## config.mk

```make
export PLATFORM = sky130hd
export DESIGN_NAME = stage_sequencer
export DESIGN_NICKNAME = d
export VERILOG_FILES = /design/src/rtl/stage_pkg.sv /design/src/rtl/stage_decode.sv /design/src/rtl/stage_sequencer.sv
export SDC_FILE = /design/constraint.sdc
export NUM_CORES = 1
export LEC_CHECK = 0
export BUFFER_PORTS_ARGS = -buffer_cell sky130_fd_sc_hd__buf_2
export CORE_MARGIN = 5
export CORE_UTILIZATION = 52
export CTS_CLUSTER_SIZE = 12
export DETAILED_ROUTE_END_ITERATION = 7
export PLACE_DENSITY = 0.78
export SKIP_LAST_GASP = 1
export SYNTH_ARGS = -nofsm -noshare
export SYNTH_HDL_FRONTEND = slang
export SYNTH_SLANG_ARGS = --single-unit
```

## constraint.sdc

```tcl
create_clock -name Clock -period 2.51 [get_ports Clock]
set_clock_uncertainty 0.2 [all_clocks]
set_input_delay 0.1255 -clock Clock [delete_from_list [all_inputs] [get_ports Clock]]
set_output_delay 0.1255 -clock Clock [all_outputs]
set_load 0.05 [all_outputs]
```

## src/rtl/stage_pkg.sv

```systemverilog
// Shared definitions for the stage sequencer: FSM encoding, enable-bundle
// bit positions and the configuration legality check.
package stage_pkg;

    typedef logic [1:0] state_t;

    localparam state_t StIdle    = 2'd0;
    localparam state_t StRun     = 2'd1;
    localparam state_t StWaitMem = 2'd2;
    localparam state_t StHalted  = 2'd3;

    // Bit positions inside the datapath enable bundle.
    localparam int unsigned NumEn = 9;
    localparam int unsigned EnIr  = 0;
    localparam int unsigned EnPc  = 1;
    localparam int unsigned EnRa  = 2;
    localparam int unsigned EnRb  = 3;
    localparam int unsigned EnRz  = 4;
    localparam int unsigned EnRm  = 5;
    localparam int unsigned EnRy  = 6;
    localparam int unsigned EnRom = 7;
    localparam int unsigned EnRf  = 8;

    localparam int unsigned MinStages = 5;
    localparam int unsigned MaxStages = 7;

    // Stage count must be in range and representable on the Stage port.
    function automatic bit num_stages_legal(int unsigned n, int unsigned stage_w);
        return (n >= MinStages) && (n <= MaxStages) && (n < (32'd1 << stage_w));
    endfunction

endpackage

```

## src/rtl/stage_decode.sv

```systemverilog
// Combinational decode of FSM state and current stage into the nine
// datapath enables.
module stage_decode
    import stage_pkg::*;
#(
    parameter int unsigned NUM_STAGES = 5,
    parameter int unsigned STAGE_W    = 3
) (
    input  state_t             state_i,
    input  logic [STAGE_W-1:0] stage_i,
    input  logic               nop_i,
    input  logic               run_i,
    input  logic               stall_i,
    input  logic               halt_i,
    output logic [NumEn-1:0]   en_o
);

    localparam logic [STAGE_W-1:0] FirstStage = STAGE_W'(1);
    localparam logic [STAGE_W-1:0] LastStage  = STAGE_W'(NUM_STAGES);

    // Per-stage enable map; nop only suppresses the data-carrying enables.
    always_comb begin
        en_o = '0;
        case (state_i)
            StIdle: begin
                // Priming fetch for the first instruction.
                en_o[EnIr]  = run_i;
                en_o[EnRom] = run_i;
            end
            StRun, StWaitMem: begin
                if (!stall_i) begin
                    if (stage_i == FirstStage) begin
                        if (!halt_i) begin
                            en_o[EnPc] = 1'b1;
                            en_o[EnRa] = !nop_i;
                            en_o[EnRb] = !nop_i;
                        end
                    end else if (stage_i == STAGE_W'(2)) begin
                        en_o[EnRz] = !nop_i;
                        en_o[EnRm] = !nop_i;
                    end else if (stage_i == STAGE_W'(3)) begin
                        en_o[EnRy] = !nop_i;
                    end else if (stage_i == LastStage) begin
                        en_o[EnIr]  = 1'b1;
                        en_o[EnRom] = 1'b1;
                        en_o[EnRf]  = !nop_i;
                    end
                end
            end
            default: en_o = '0;
        endcase
    end

endmodule

```

## src/rtl/stage_sequencer.sv

```systemverilog
// Pipeline stage sequencer: owns the stage counter, waits on memory with a
// watchdog, handles stall/NOP/halt and counts retired instructions.
module stage_sequencer
    import stage_pkg::*;
#(
    parameter int unsigned NUM_STAGES = 5,
    parameter int unsigned STAGE_W    = 3,
    parameter int unsigned WAIT_MAX   = 15,
    parameter int unsigned CNT_W      = 16
) (
    input  logic               Clock,
    input  logic               Reset,
    input  logic               Run,
    input  logic               Stall,
    input  logic               NOP_FLAG,
    input  logic               HALT_FLAG,
    input  logic               Mem_Ready,
    output logic [STAGE_W-1:0] Stage,
    output logic               IR_Enable,
    output logic               PC_Enable,
    output logic               RA_Enable,
    output logic               RB_Enable,
    output logic               RZ_Enable,
    output logic               RM_Enable,
    output logic               RY_Enable,
    output logic               ROM1_Read,
    output logic               RF_WRITE,
    output logic               Halted,
    output logic               Mem_Timeout,
    output logic [CNT_W-1:0]   Instr_Count
);

    if (!num_stages_legal(NUM_STAGES, STAGE_W)) begin : g_bad_cfg
        $error("stage_sequencer: NUM_STAGES must be 5..7 and fit in STAGE_W");
    end

    localparam int unsigned WaitW = (WAIT_MAX < 1) ? 1 : $clog2(WAIT_MAX + 1);
    localparam logic [STAGE_W-1:0] FirstStage   = STAGE_W'(1);
    localparam logic [STAGE_W-1:0] LastMemStage = STAGE_W'(NUM_STAGES - 1);
    localparam logic [STAGE_W-1:0] LastStage    = STAGE_W'(NUM_STAGES);
    localparam logic [WaitW-1:0]   WaitLimit    = WaitW'(WAIT_MAX);

    state_t             state_q, state_d;
    logic [STAGE_W-1:0] stage_q, stage_d;
    logic               nop_q, nop_d;
    logic [WaitW-1:0]   wait_q, wait_d;
    logic               timeout_q, timeout_d;
    logic [CNT_W-1:0]   count_q, count_d;

    logic               mem_gate;
    logic               nop_eff;
    logic [NumEn-1:0]   en_raw;
    logic [NumEn-1:0]   en;

    // State and counter registers with synchronous reset.
    always_ff @(posedge Clock) begin
        if (Reset) begin
            state_q   <= StIdle;
            stage_q   <= '0;
            nop_q     <= 1'b0;
            wait_q    <= '0;
            timeout_q <= 1'b0;
            count_q   <= '0;
        end else begin
            state_q   <= state_d;
            stage_q   <= stage_d;
            nop_q     <= nop_d;
            wait_q    <= wait_d;
            timeout_q <= timeout_d;
            count_q   <= count_d;
        end
    end

    // Only the last memory stage of a real instruction waits on memory.
    assign mem_gate = (stage_q == LastMemStage) && !nop_q;

    // Next-state: stall > halt > memory wait > advance.
    always_comb begin
        state_d   = state_q;
        stage_d   = stage_q;
        nop_d     = nop_q;
        wait_d    = wait_q;
        timeout_d = timeout_q;
        count_d   = count_q;
        case (state_q)
            StIdle: begin
                if (Run) begin
                    state_d = StRun;
                    stage_d = FirstStage;
                end
            end
            StRun, StWaitMem: begin
                if (Stall) begin
                    state_d = state_q;
                end else if ((stage_q == FirstStage) && HALT_FLAG) begin
                    state_d = StHalted;
                end else if (mem_gate && (wait_q != WaitLimit) && !Mem_Ready) begin
                    state_d = StWaitMem;
                    wait_d  = wait_q + WaitW'(1);
                end else begin
                    state_d = StRun;
                    wait_d  = '0;
                    // Watchdog expiry advances as if ready, even if ready rose now.
                    if (mem_gate && (wait_q == WaitLimit)) begin
                        timeout_d = 1'b1;
                    end
                    if (stage_q == FirstStage) begin
                        nop_d = NOP_FLAG;
                    end
                    if (stage_q == LastStage) begin
                        stage_d = FirstStage;
                        if (!nop_q) begin
                            count_d = count_q + CNT_W'(1);
                        end
                    end else begin
                        stage_d = stage_q + STAGE_W'(1);
                    end
                end
            end
            default: state_d = state_q;
        endcase
    end

    // Stage 1 has not yet latched the NOP flag, so it decodes the live one.
    assign nop_eff = (stage_q == FirstStage) ? NOP_FLAG : nop_q;

    stage_decode #(
        .NUM_STAGES (NUM_STAGES),
        .STAGE_W    (STAGE_W)
    ) u_decode (
        .state_i (state_q),
        .stage_i (stage_q),
        .nop_i   (nop_eff),
        .run_i   (Run),
        .stall_i (Stall),
        .halt_i  (HALT_FLAG),
        .en_o    (en_raw)
    );

    // Outputs; a reset cycle drives no enables so a mid-instruction reset writes nothing.
    always_comb begin
        en          = Reset ? '0 : en_raw;
        Stage       = stage_q;
        Halted      = (state_q == StHalted);
        Mem_Timeout = timeout_q;
        Instr_Count = count_q;
        IR_Enable   = en[EnIr];
        PC_Enable   = en[EnPc];
        RA_Enable   = en[EnRa];
        RB_Enable   = en[EnRb];
        RZ_Enable   = en[EnRz];
        RM_Enable   = en[EnRm];
        RY_Enable   = en[EnRy];
        ROM1_Read   = en[EnRom];
        RF_WRITE    = en[EnRf];
    end

endmodule

```

==> key figures, run 1 <==
Worst setup path
  • Worst Path Max Fanout: 9
  • Max stage delay on crit path: a little over 0.4 ns
  • Reg2Reg Setup Slack: ~0.17 ns
  • WP data arrival: between 2 and 2.5 ns
  • Crit path max-delay family: simple AND/OR/NAND/NOR gates
  • WS Path Type: reg -> out
  • Worst r2r src: state_q[1]
  • Data required, critical path: 2.18 ns
  • Critical-path top delay cell: ha_2
  • Worst path cell trace: inv_1 -> ha_2 -> nor2b_2 -> nand2_2 -> a21oi_1 -> and4b_1 -> buf_4
  • Crit path launch type: register
  • Worst Reg-to-Reg Cells: 6
  • Crit path capture type: output port
  • Buf/Inv on CP: 2
  • Reg2reg end: Instr_Count[15]

STA
  • Fin crit share: 0.9618
  • # setup viols final: 0
  • Fin crit period: 2.414 ns
  • Rel. slew slack: 0.5974
  • RSZ-0062 raised after global routing: true
  • Worst Tran Pin Value: 0.6039 ns
  • Slew Viols, Final: 0
  • Final Hold Fails: 0
  • Fmax: 414.2 MHz

Min path
  • Hold_sp: Run
  • Hold Crit Endpoint: state_q[0]
  • Hold Crit Depth: 3
  • Worst hold path type: in -> reg

Clock network
  • CTS tree: yes
  • Clk_lat worst skew: around 0.32 ns
  • Clk root buf: clkbuf_4
  • Htree depth: 1
  • CTS Buffer Depth: 2
  • Clk sinks: 27
  • Total CTS buffers: 3
  • Clk pin slew, worst setup/hold paths: 0.14 ns

Global route
  • First-pass GRT wire length: 6120 um
  • Largest net degree at the start of global routing: 30
  • Vias in the first global route: 1,383
  • Grt total ovfl: 0
  • Gr usage total: 0.1783
  • Initial antenna violation count: 0

Yosys
  • Ys Warns: 0
  • Seq/Total Area, Yosys: 0.3615
  • Synthesis-stage register bit count: 27
  • Distinct cells, synth: 46
  • Yosys top cell by area: dfxtp_1
  • Number of synthesized flops with an enable pin: 0
  • Primary FF master, synth: dfxtp_1
  • Post-synth top area share: 0.3615
  • Asr flop ratio synth: 0
  • Top cells by area, synth: dfxtp_1, a21oi_1, o21ai_0, ha_1, or3_1
  • Synthesized area: 0.001495 mm2
  • Mapped Cells: 182
  • Syn_nets: 194
  • Avg Inst Size Synth: about 8.2 um2

Power and ir drop
  • Clock power frac: 0.247
  • Net Sw Frac: 0.2874
  • Int Pwr: 0.0005363 W
  • Sequential power share: 0.594
  • VDD IR max: roughly 0.27 mV
  • PwrDens: 418.9 mW/mm2
  • Psw: 0.0002163 W
  • Logic pwr share: 0.159
  • LEAKAGE: about 0.73 nW

Drt
  • Post-route ant nets: 0
  • WL per Instance: 14.39 um
  • Drt pass-1 iters: 4
  • Drt initial violations: 130
  • Total Routed Length: between 3000 and 4000 um
  • Via Count: 1,523
  • Avg Vias per Cell: 6.166
  • DRC violations left: 0

Cells and area
  • Final std cell area, no fill: 0.001797 mm2
  • Fillers: 240
  • Final core occ: 0.6515
  • Share of layout cells above drive strength 1: 0.2546
  • Antenna Cells: 0
  • Fin nets: between 200 and 250
  • Layout area overhead: 20.17%

Place
  • Placed cell area: 0.001714 mm2
  • Dpl hpwl: 2566 um
  • Gpl congestion: between 0.8 and 0.9
  • Port Buffers: 36

Floorplan
  • Die width: 63.62 um
  • IO Pins: 37
  • FP Rows: 19
  • Initial Util: 0.5422
  • Die Span Y: ~64 um
  • Die Area: 0.004048 mm2
  • Core Region: 0.002758 mm2

Flow run
  • MaxCap Viol Count: 0

Outcome
  • Status: complete, no violations
logic make-up after synthesis:
group	after synthesis	synth area share
simple gates	77	0.3147
compound gates	46	0.1816
flops	27	0.3615
buf+inv	20	0.05857
xor+xnor	6	0.03515
fa+ha+maj	5	0.04184
mux	1	0.006695
Yosys cell counts, types with 4 or more instances:
| cell type | instances |
|---|---|
| and3_1 | 4 |
| inv_1 | 9 |
| clkbuf_1 | 6 |
| ha_1 | 5 |
| a21oi_1 | 18 |
| nor3_1 | 6 |
| nand3_1 | 8 |
| dfxtp_1 | 27 |
| o21ai_0 | 13 |
| nor2_1 | 11 |
| or3_1 | 8 |
| nand4_1 | 6 |
| nand2_1 | 9 |
area by class of cell:
class | instances | area [um2] | share of cell area
multi-input cells | 135 | 920.9 | 0.5125
flip-flops and latches | 27 | 541.8 | 0.3015
repair buffers | 41 | 235.2 | 0.1309
well taps | 31 | 38.79 | 0.02159
inverters | 9 | 33.78 | 0.01880
clock buffers | 4 | 26.28 | 0.01462
stage by stage:
stage	hold slack [ns]	TNS (ns)	power [W]	setup slack, ns	instances
final	0.05064	0	0.0007526	0.09581	247
after global routing	0.05841	-0.1111	0.0007909	-0.05291	247
after CTS	0.03328	-0.02938	0.0007573	-0.02938	247
after detailed placement	0.2332	0	0.0005686	0.04793	240
after global placement	0.2294	0	0.0005646	0.1672	240
after floorplan	0.07738	-0.2783	0.0005403	-0.2783	182
cell usage in the layout, fill, tap and decap left out, drive strengths merged, types with 3 or more instances in the layout:
master       Yosys  routed
xor2             3       3
or3              8       8
xnor2            3       3
nor2            11      11
o31ai            3       3
dlygate4sd3      0       3
nand2            9       9
clkbuf           6       4
ha               5       5
dfxtp           27      27
a21oi           18      18
and3             4       4
o21ai           13      13
nor2b            3       3
nand4bb          3       3
inv              9       9
nor3             6       6
buf              5      38
nand4            6       6
nor4             3       3
nand3            8       8
repair_timing:
action	in CTS	in global routing
resized for setup	5	4
setup endpoints to repair	4	11
pin swaps	0	0
endpoints found under the hold margin	3	0
setup buffers	0	0
hold buffers	3	0
power groups by stage:
stage,clock (W),combinational (W),sequential (W)
after global placement,0,0.000109,0.000455
after floorplan,0,0.0000826,0.000458
after CTS,0.000193,0.000117,0.000447
final,0.000186,0.000120,0.000447
after detailed placement,0,0.000113,0.000456
after global routing,0.000214,0.000129,0.000449
per-layer routing:
metal	vias up	GRT usage	part of all wire
met5	-	0	0
met4	0	0.05714	0.0062
met3	4	0.03375	0.057
met2	49	0.2982	0.47
met1	719	0.2284	0.46
li1	751	-	-
state kept, by name (all words and copies together), names as in the netlist:
name         cells
Stage            3
Mem_Timeout      1
Instr_Count     16
state_q          2
nop_q            1
wait_q           4
worst reg2reg max path, stage by stage (launching register included):
cell	delay (ns)
dfxtp_1	0.39
inv_1	0.06
ha_2	0.41
and4bb_2	0.32
nand4bb_2	0.24
or4_1	0.53
a21oi_1	0.15
worst max-delay path by stage:
stage / startpoint / end / slack [ns] / cells after the start
6_report: state_q[1] / RF_WRITE / 0.1 / 7
5_1_grt: state_q[0] / RF_WRITE / -0.05 / 7
4_1_cts: state_q[1] / RF_WRITE / -0.03 / 7
3_5_place_dp: state_q[0] / Instr_Count[15] / 0.05 / 6
3_3_place_gp: state_q[1] / Instr_Count[15] / 0.17 / 6
2_1_floorplan: state_q[1] / RZ_Enable / -0.28 / 6
(Power assumes the default switching activity.)
==> run 2, diff against run 1 <==
- ABC_AREA: unset -> 1
- CORE_UTILIZATION: 52 -> 53
- PLACE_DENSITY: 0.78 -> 0.79
- SKIP_CTS_REPAIR_TIMING: unset -> 1
==> key figures, run 2 <==
Worst setup path
  • Data required, critical path: 2.57 ns (+0.39 ns)
  • Crit path capture type: register
  • Critical-path top delay cell: dlygate4sd3_1
  • WS Path Type: reg -> reg
  • Cell mode on critical path: inv_1
  • Max stage delay on crit path: 0.55 ns (+0.14 ns)
  • WP data arrival: 2.42 ns (+0.33 ns)
  • Reg2Reg Setup Slack: 0.15 ns (-0.02 ns)
  • Worst path cell trace: inv_1 -> ha_2 -> nand2_4 -> inv_1 -> nand2_2 -> inv_1 -> nand3_1 -> a21oi_1 -> dlygate4sd3_1
  • Worst Path Max Fanout: 9 (unchanged)
  • Crit path launch type: register

Global route
  • M3 GR Usage: 0.02080 (-0.01295)
  • GR Util met1: 0.2149 (-0.01346)
  • Gr usage total: 0.1708 (-0.007411)
  • Global Route met2 Usage: 0.3001 (+0.001904)
  • Initial antenna violation count: 0 (unchanged)
  • Grt total ovfl: 0 (unchanged)
  • Largest net degree at the start of global routing: 15 (-50%)
  • First-pass GRT wire length: 5851 um (-4.4%)
  • Gr busiest metal: met2
  • Vias in the first global route: 1,416 (+2.4%)

Yosys
  • Post-synth top area share: 0.3391 (-0.02242)
  • Syn_nets: 243 (+25%)
  • Ys Warns: 0 (unchanged)
  • Number of synthesized flops with an enable pin: 0 (unchanged)
  • Primary FF master, synth: dfxtp_1
  • Synthesis-stage register bit count: 27 (unchanged)
  • Top cells by area, synth: dfxtp_1, nand2_1, nor2_1, inv_1, nand3_1
  • Distinct cells, synth: 33 (-28%)
  • Mapped Cells: 231 (+27%)
  • Seq/Total Area, Yosys: 0.3391 (-0.02242)
  • Synthesized area: 0.001594 mm2 (+6.6%)
  • Commonest cells post-synth: nand2_1, nor2_1, inv_1, dfxtp_1, nand3_1
  • Asr flop ratio synth: 0 (unchanged)
  • Count leader, synth: nand2_1
  • Yosys top cell by area: dfxtp_1
  • Avg Inst Size Synth: 6.901 um2 (-16%)

Clock network
  • Htree depth: 1 (unchanged)
  • CTS tree: yes
  • Clk_lat worst skew: 0.32 ns (about the same)
  • Clk sinks: 27 (unchanged)
  • CTS Buffer Depth: 2 (unchanged)
  • Total CTS buffers: 3 (unchanged)
  • Clk pin slew, worst setup/hold paths: 0.14 ns (about the same)
  • Clk root buf: clkbuf_4

Cells and area
  • Flip-flop count of the largest register after layout: 16 (unchanged)
  • Layout area overhead: 16.95%
  • Post-route insts no fill: 302 (+22%)
  • Most frequent cells in the layout: nand2_1, buf_2, nor2_1
  • Share of layout cells above drive strength 1: 0.2416 (-0.01299)
  • Most common cell after layout, fill and taps aside: nand2_1
  • Fin nets: 282 (+23%)
  • Fillers: 291 (+21%)
  • Antenna Cells: 0 (unchanged)

Min path
  • Worst hold path type: in -> reg

Floorplan
  • FP Rows: 20 (+1)
  • Die Area: 0.004204 mm2 (+3.9%)
  • Die Span Y: 64.84 um (+1.9%)
  • IO Pins: 37 (unchanged)
  • Die width: 64.84 um (+1.9%)
  • Core Region: 0.002978 mm2 (+8.0%)
  • Initial Util: 0.5353 (-0.006902)

Place
  • Dpl hpwl: 2558 um (-0.30%)
  • Gpl congestion: 0.8050 (-8.0%)
  • Port Buffers: 36 (unchanged)
  • Placed cell count: 295 (+23%)

Drt
  • Via Count: 1,511 (-0.79%)
  • Avg Vias per Cell: 5.003 (-19%)
  • WL per Instance: 10.91 um (-24%)
  • DRC violations left: 0 (unchanged)
  • Total Routed Length: 3296 um (-7.3%)
  • Drt pass-1 iters: 4 (unchanged)
  • Drt initial violations: 36 (-72%)
  • Post-route ant nets: 0 (unchanged)

Outcome
  • Status: complete, no violations

STA
  • Worst Tran Pin Value: 0.3577 ns (-0.2462 ns)
  • Fin crit share: 0.9411 (-0.02071)
  • Hold Slack: 0.05740 ns (+0.006760 ns)
  • Fmax: 423.3 MHz (+2.2%)
  • Slew Viols, Final: 0 (unchanged)
  • Final TNS setup: 0 ns (unchanged)
  • Final Hold Fails: 0 (unchanged)
  • Fin crit period: 2.362 ns (-0.05198 ns)
  • # setup viols final: 0 (unchanged)
  • RSZ-0062 raised after global routing: false
  • Rel. slew slack: 0.7608 (+0.1634)

Flow run
  • MaxCap Viol Count: 0 (unchanged)

Power and ir drop
  • VDD IR max: 0.2455 mV (-7.8%)
  • LEAKAGE: 0.8730 nW (+20%)
  • PwrDens: 618.9 mW/mm2 (+48%)
## run 2: changes by cell type after synthesis, moves of 4 or more
cell      before  now
o21ai_0       13    8
clkbuf_1       6    1
inv_1          9   29
and3_1         4    0
or3_1          8    0
a21oi_1       18   10
nand2_1        9   51
nand3_1        8   18
nand2_2        0    4
nor2_4         0    5
nor2_1        11   32
## run 2: final timing paths
check	depth (start not counted)	endpoint	start
worst max-delay path	9	wait_q[2]	state_q[1]
worst min-delay path	5	state_q[1]	Stall
worst max register to register	9	wait_q[2]	state_q[1]
worst min register to register	2	Mem_Timeout	Mem_Timeout
## run 2: per-stage QoR
step / power [W] / util / worst slack [ns] / instance area [um2]
floorplan: 0.0009125 / - / -0.2391 / 1622
global route: 0.001240 / 0.6261 / 0.03747 / 1864
detailed placement: 0.0009779 / 0.6063 / 0.4847 / 1805
finish: 0.001154 / 0.6261 / 0.1478 / 1864
CTS: 0.001160 / 0.6151 / 0.1024 / 1832
global placement: 0.0009743 / 0.6063 / 0.5263 / 1805
## run 2: area by class of cell
type | instances | area [um2] | area share
Clock buffer | 4 | 26.28 | 0.01409
Inverter | 32 | 120.1 | 0.06443
Multi-Input combinational cell | 166 | 918.4 | 0.4926
Sequential cell | 27 | 540.5 | 0.2899
Tap cell | 33 | 41.29 | 0.02215
Timing Repair Buffer | 40 | 217.7 | 0.1168
## run 2: per-layer routing
layer | wire length (um) | vias to the layer above
met5 | 0 | -
met4 | 27 | 0
met3 | 143 | 4
met2 | 1518 | 31
met1 | 1607 | 666
li1 | - | 810
## run 2: logic make-up (layout without fill, tap and decap cells)
kind of cell,Yosys count,in the layout,share of synthesized area
and+or+nand+nor,133,133,0.4097
xor gates and xnor gates,4,4,0.02198
AOI/OAI and AO/OA,24,24,0.08635
adders and majority gates,5,5,0.03925
buffers and inverters,38,76,0.1036
DFF,27,27,0.3391
## run 2: worst max-delay path, delay by kind of cell (launching register included)
kind	cells	cell delay, ns
adders and majority gates	1	0.43
and+or+nand+nor	3	0.30
buffers and inverters	4	0.87
AOI/OAI and AO/OA	1	0.13
DFF	1	0.37
## run 2: power by group
group          switching (W)  total (W)  internal (W)
combinational       0.000344   0.000481      0.000136
sequential         0.0000355   0.000493      0.000457
clock               0.000118   0.000180     0.0000621
total               0.000498    0.00115      0.000656
==> run 3, diff against run 2 <==
- RECOVER_POWER: unset -> 50
==> key figures, run 3 (synthesis gave the netlist of run 2 again) <==
Outcome
  • Status: complete, no violations

Global route
  • Initial antenna violation count: 0 (unchanged)
  • Grt total ovfl: 0 (unchanged)
  • Largest net degree at the start of global routing: 15 (unchanged)
  • First-pass GRT wire length: 5851 um (unchanged)
  • Gr usage total: 0.1708 (unchanged)
  • Vias in the first global route: 1,416 (unchanged)

Cells and area
  • Final core occ: 0.6147 (-0.01134)
  • Most common cell after layout, fill and taps aside: nand2_1
  • Layout area overhead: 14.84%
  • Fillers: 301 (+3.4%)
  • Antenna Cells: 0 (unchanged)
  • Register area: 540.5 um2 (unchanged)
  • Flip-flop count of the largest register after layout: 16 (unchanged)
  • Area occupied by multi-input gates: 910.9 um2 (-0.82%)
  • Fin nets: 282 (unchanged)
  • Post-route insts no fill: 302 (unchanged)
  • Most frequent cells in the layout: nand2_1, nor2_1, inv_1
  • Share of layout cells above drive strength 1: 0.1599 (-0.08178)

STA
  • Fmax: 422.9 MHz (-0.11%)
  • Fin crit share: 0.9422 (+0.001060)
  • Final TNS setup: 0 ns (unchanged)
  • Final WS setup: 0.1451 ns (-0.002661 ns)
  • Slew Viols, Final: 0 (unchanged)
  • # setup viols final: 0 (unchanged)
  • Final Hold Fails: 0 (unchanged)
  • Rel. slew slack: 0.5938 (-0.1670)
  • Hold Slack: 0.05996 ns (+0.002559 ns)
  • Worst Tran Pin Value: 0.6120 ns (+0.2543 ns)
  • RSZ-0062 raised after global routing: false
  • Fin crit period: 2.365 ns (+0.002661 ns)

Worst setup path
  • WP data arrival: 2.43 ns (about the same)
  • Data required, critical path: 2.57 ns (about the same)
  • WS Path Type: reg -> reg
  • Crit path launch type: register
  • Worst Path Max Fanout: 9 (unchanged)
  • Crit path capture type: register

Clock network
  • CTS Buffer Depth: 2 (unchanged)
  • CTS tree: yes
  • Htree depth: 1 (unchanged)
  • Clk pin slew, worst setup/hold paths: 0.14 ns (about the same)
  • Clk root buf: clkbuf_4
  • Clk_lat worst skew: 0.32 ns (about the same)
  • Total CTS buffers: 3 (unchanged)
  • Clk sinks: 27 (unchanged)

Drt
  • Met3 wire len: 167 um (+17%)
  • Top sig layer: met4
  • WL per Instance: 10.92 um (about the same)
  • Via Count: 1,515 (+0.26%)
  • Post-route ant nets: 0 (unchanged)
  • DRC violations left: 0 (unchanged)
  • Avg Vias per Cell: 5.017 (+0.26%)
  • Drt pass-1 iters: 4 (unchanged)
  • Drt initial violations: 42 (+17%)
  • Met2 routed WL: 1534 um (+1.1%)
  • M1 WL: 1570 um (-2.3%)
  • Total Routed Length: 3299 um (about the same)

Floorplan
  • Die width: 64.84 um (unchanged)
  • Die Area: 0.004204 mm2 (unchanged)
  • IO Pins: 37 (unchanged)
  • Initial Util: 0.5353 (unchanged)
  • Core Region: 0.002978 mm2 (unchanged)
  • Die Span Y: 64.84 um (unchanged)
  • FP Rows: 20 (unchanged)

Power and ir drop
  • VDD IR max: 0.2415 mV (-1.6%)
  • PwrDens: 628.0 mW/mm2 (+1.5%)
  • LEAKAGE: 0.7796 nW (-11%)

Flow run
  • MaxCap Viol Count: 0 (unchanged)

Place
  • Placed cell count: 295 (unchanged)
  • Port Buffers: 36 (unchanged)
  • Pre-CTS WS: 0.4847 ns (unchanged)
  • Gpl congestion: 0.8050 (unchanged)
  • Dpl hpwl: 2558 um (unchanged)

Min path
  • Worst hold path type: in -> reg
-- run 3: cell types whose count changed in the layout (fill, tap and decap cells not counted) --
| cell | before | now |
|---|---|---|
| nand2_1 | 51 | 52 |
| clkbuf_1 | 1 | 22 |
| buf_2 | 36 | 15 |
| nand2_4 | 2 | 1 |
-- run 3: stage by stage --
stage	cell area [um2]	total power, W
global route	1831	0.001234
floorplan	1622	0.0009125
finish	1831	0.001150
detailed placement	1805	0.0009779
global placement	1805	0.0009743
CTS	1832	0.001160
-- run 3: worst max-delay path: stages (launching register included) --
cell           delay (ns)
dfxtp_1              0.37
inv_1                0.05
ha_2                 0.43
nand2_4              0.10
inv_1                0.11
nand2_2              0.12
inv_1                0.16
nand3_1              0.09
a21oi_1              0.13
dlygate4sd3_1        0.55
-- run 3: power by group --
group / total (W) / leakage [nW] / switching [W] / internal (W)
registers: 0.000493 / 0.218 / 0.0000357 / 0.000457
logic: 0.000476 / 0.546 / 0.000344 / 0.000132
clock network: 0.000180 / 0.0150 / 0.000118 / 0.0000621
total: 0.00115 / 0.780 / 0.000498 / 0.000651
-- run 3: final timing paths --
path              depth (start not counted)         from          end  slack (ns)
setup reg to reg                          9   state_q[1]    wait_q[2]        0.15
hold reg to reg                           2  Mem_Timeout  Mem_Timeout        0.28
hold / removal                            5        Stall   state_q[1]        0.06
setup / recovery                          9   state_q[1]    wait_q[2]        0.15
-- run 3: area by class of cell --
cell class / count / share of cell area
Sequential cell: 27 / 0.2953
Timing Repair Buffer: 40 / 0.1046
Inverter: 32 / 0.06562
Clock buffer: 4 / 0.01435
Multi-Input combinational cell: 166 / 0.4976
Tap cell: 33 / 0.02256
-- run 3: layer usage --
metal,GRT usage,up-vias
met5,0,-
met4,0.05541,0
met3,0.02080,4
met2,0.3001,31
met1,0.2149,669
li1,-,811
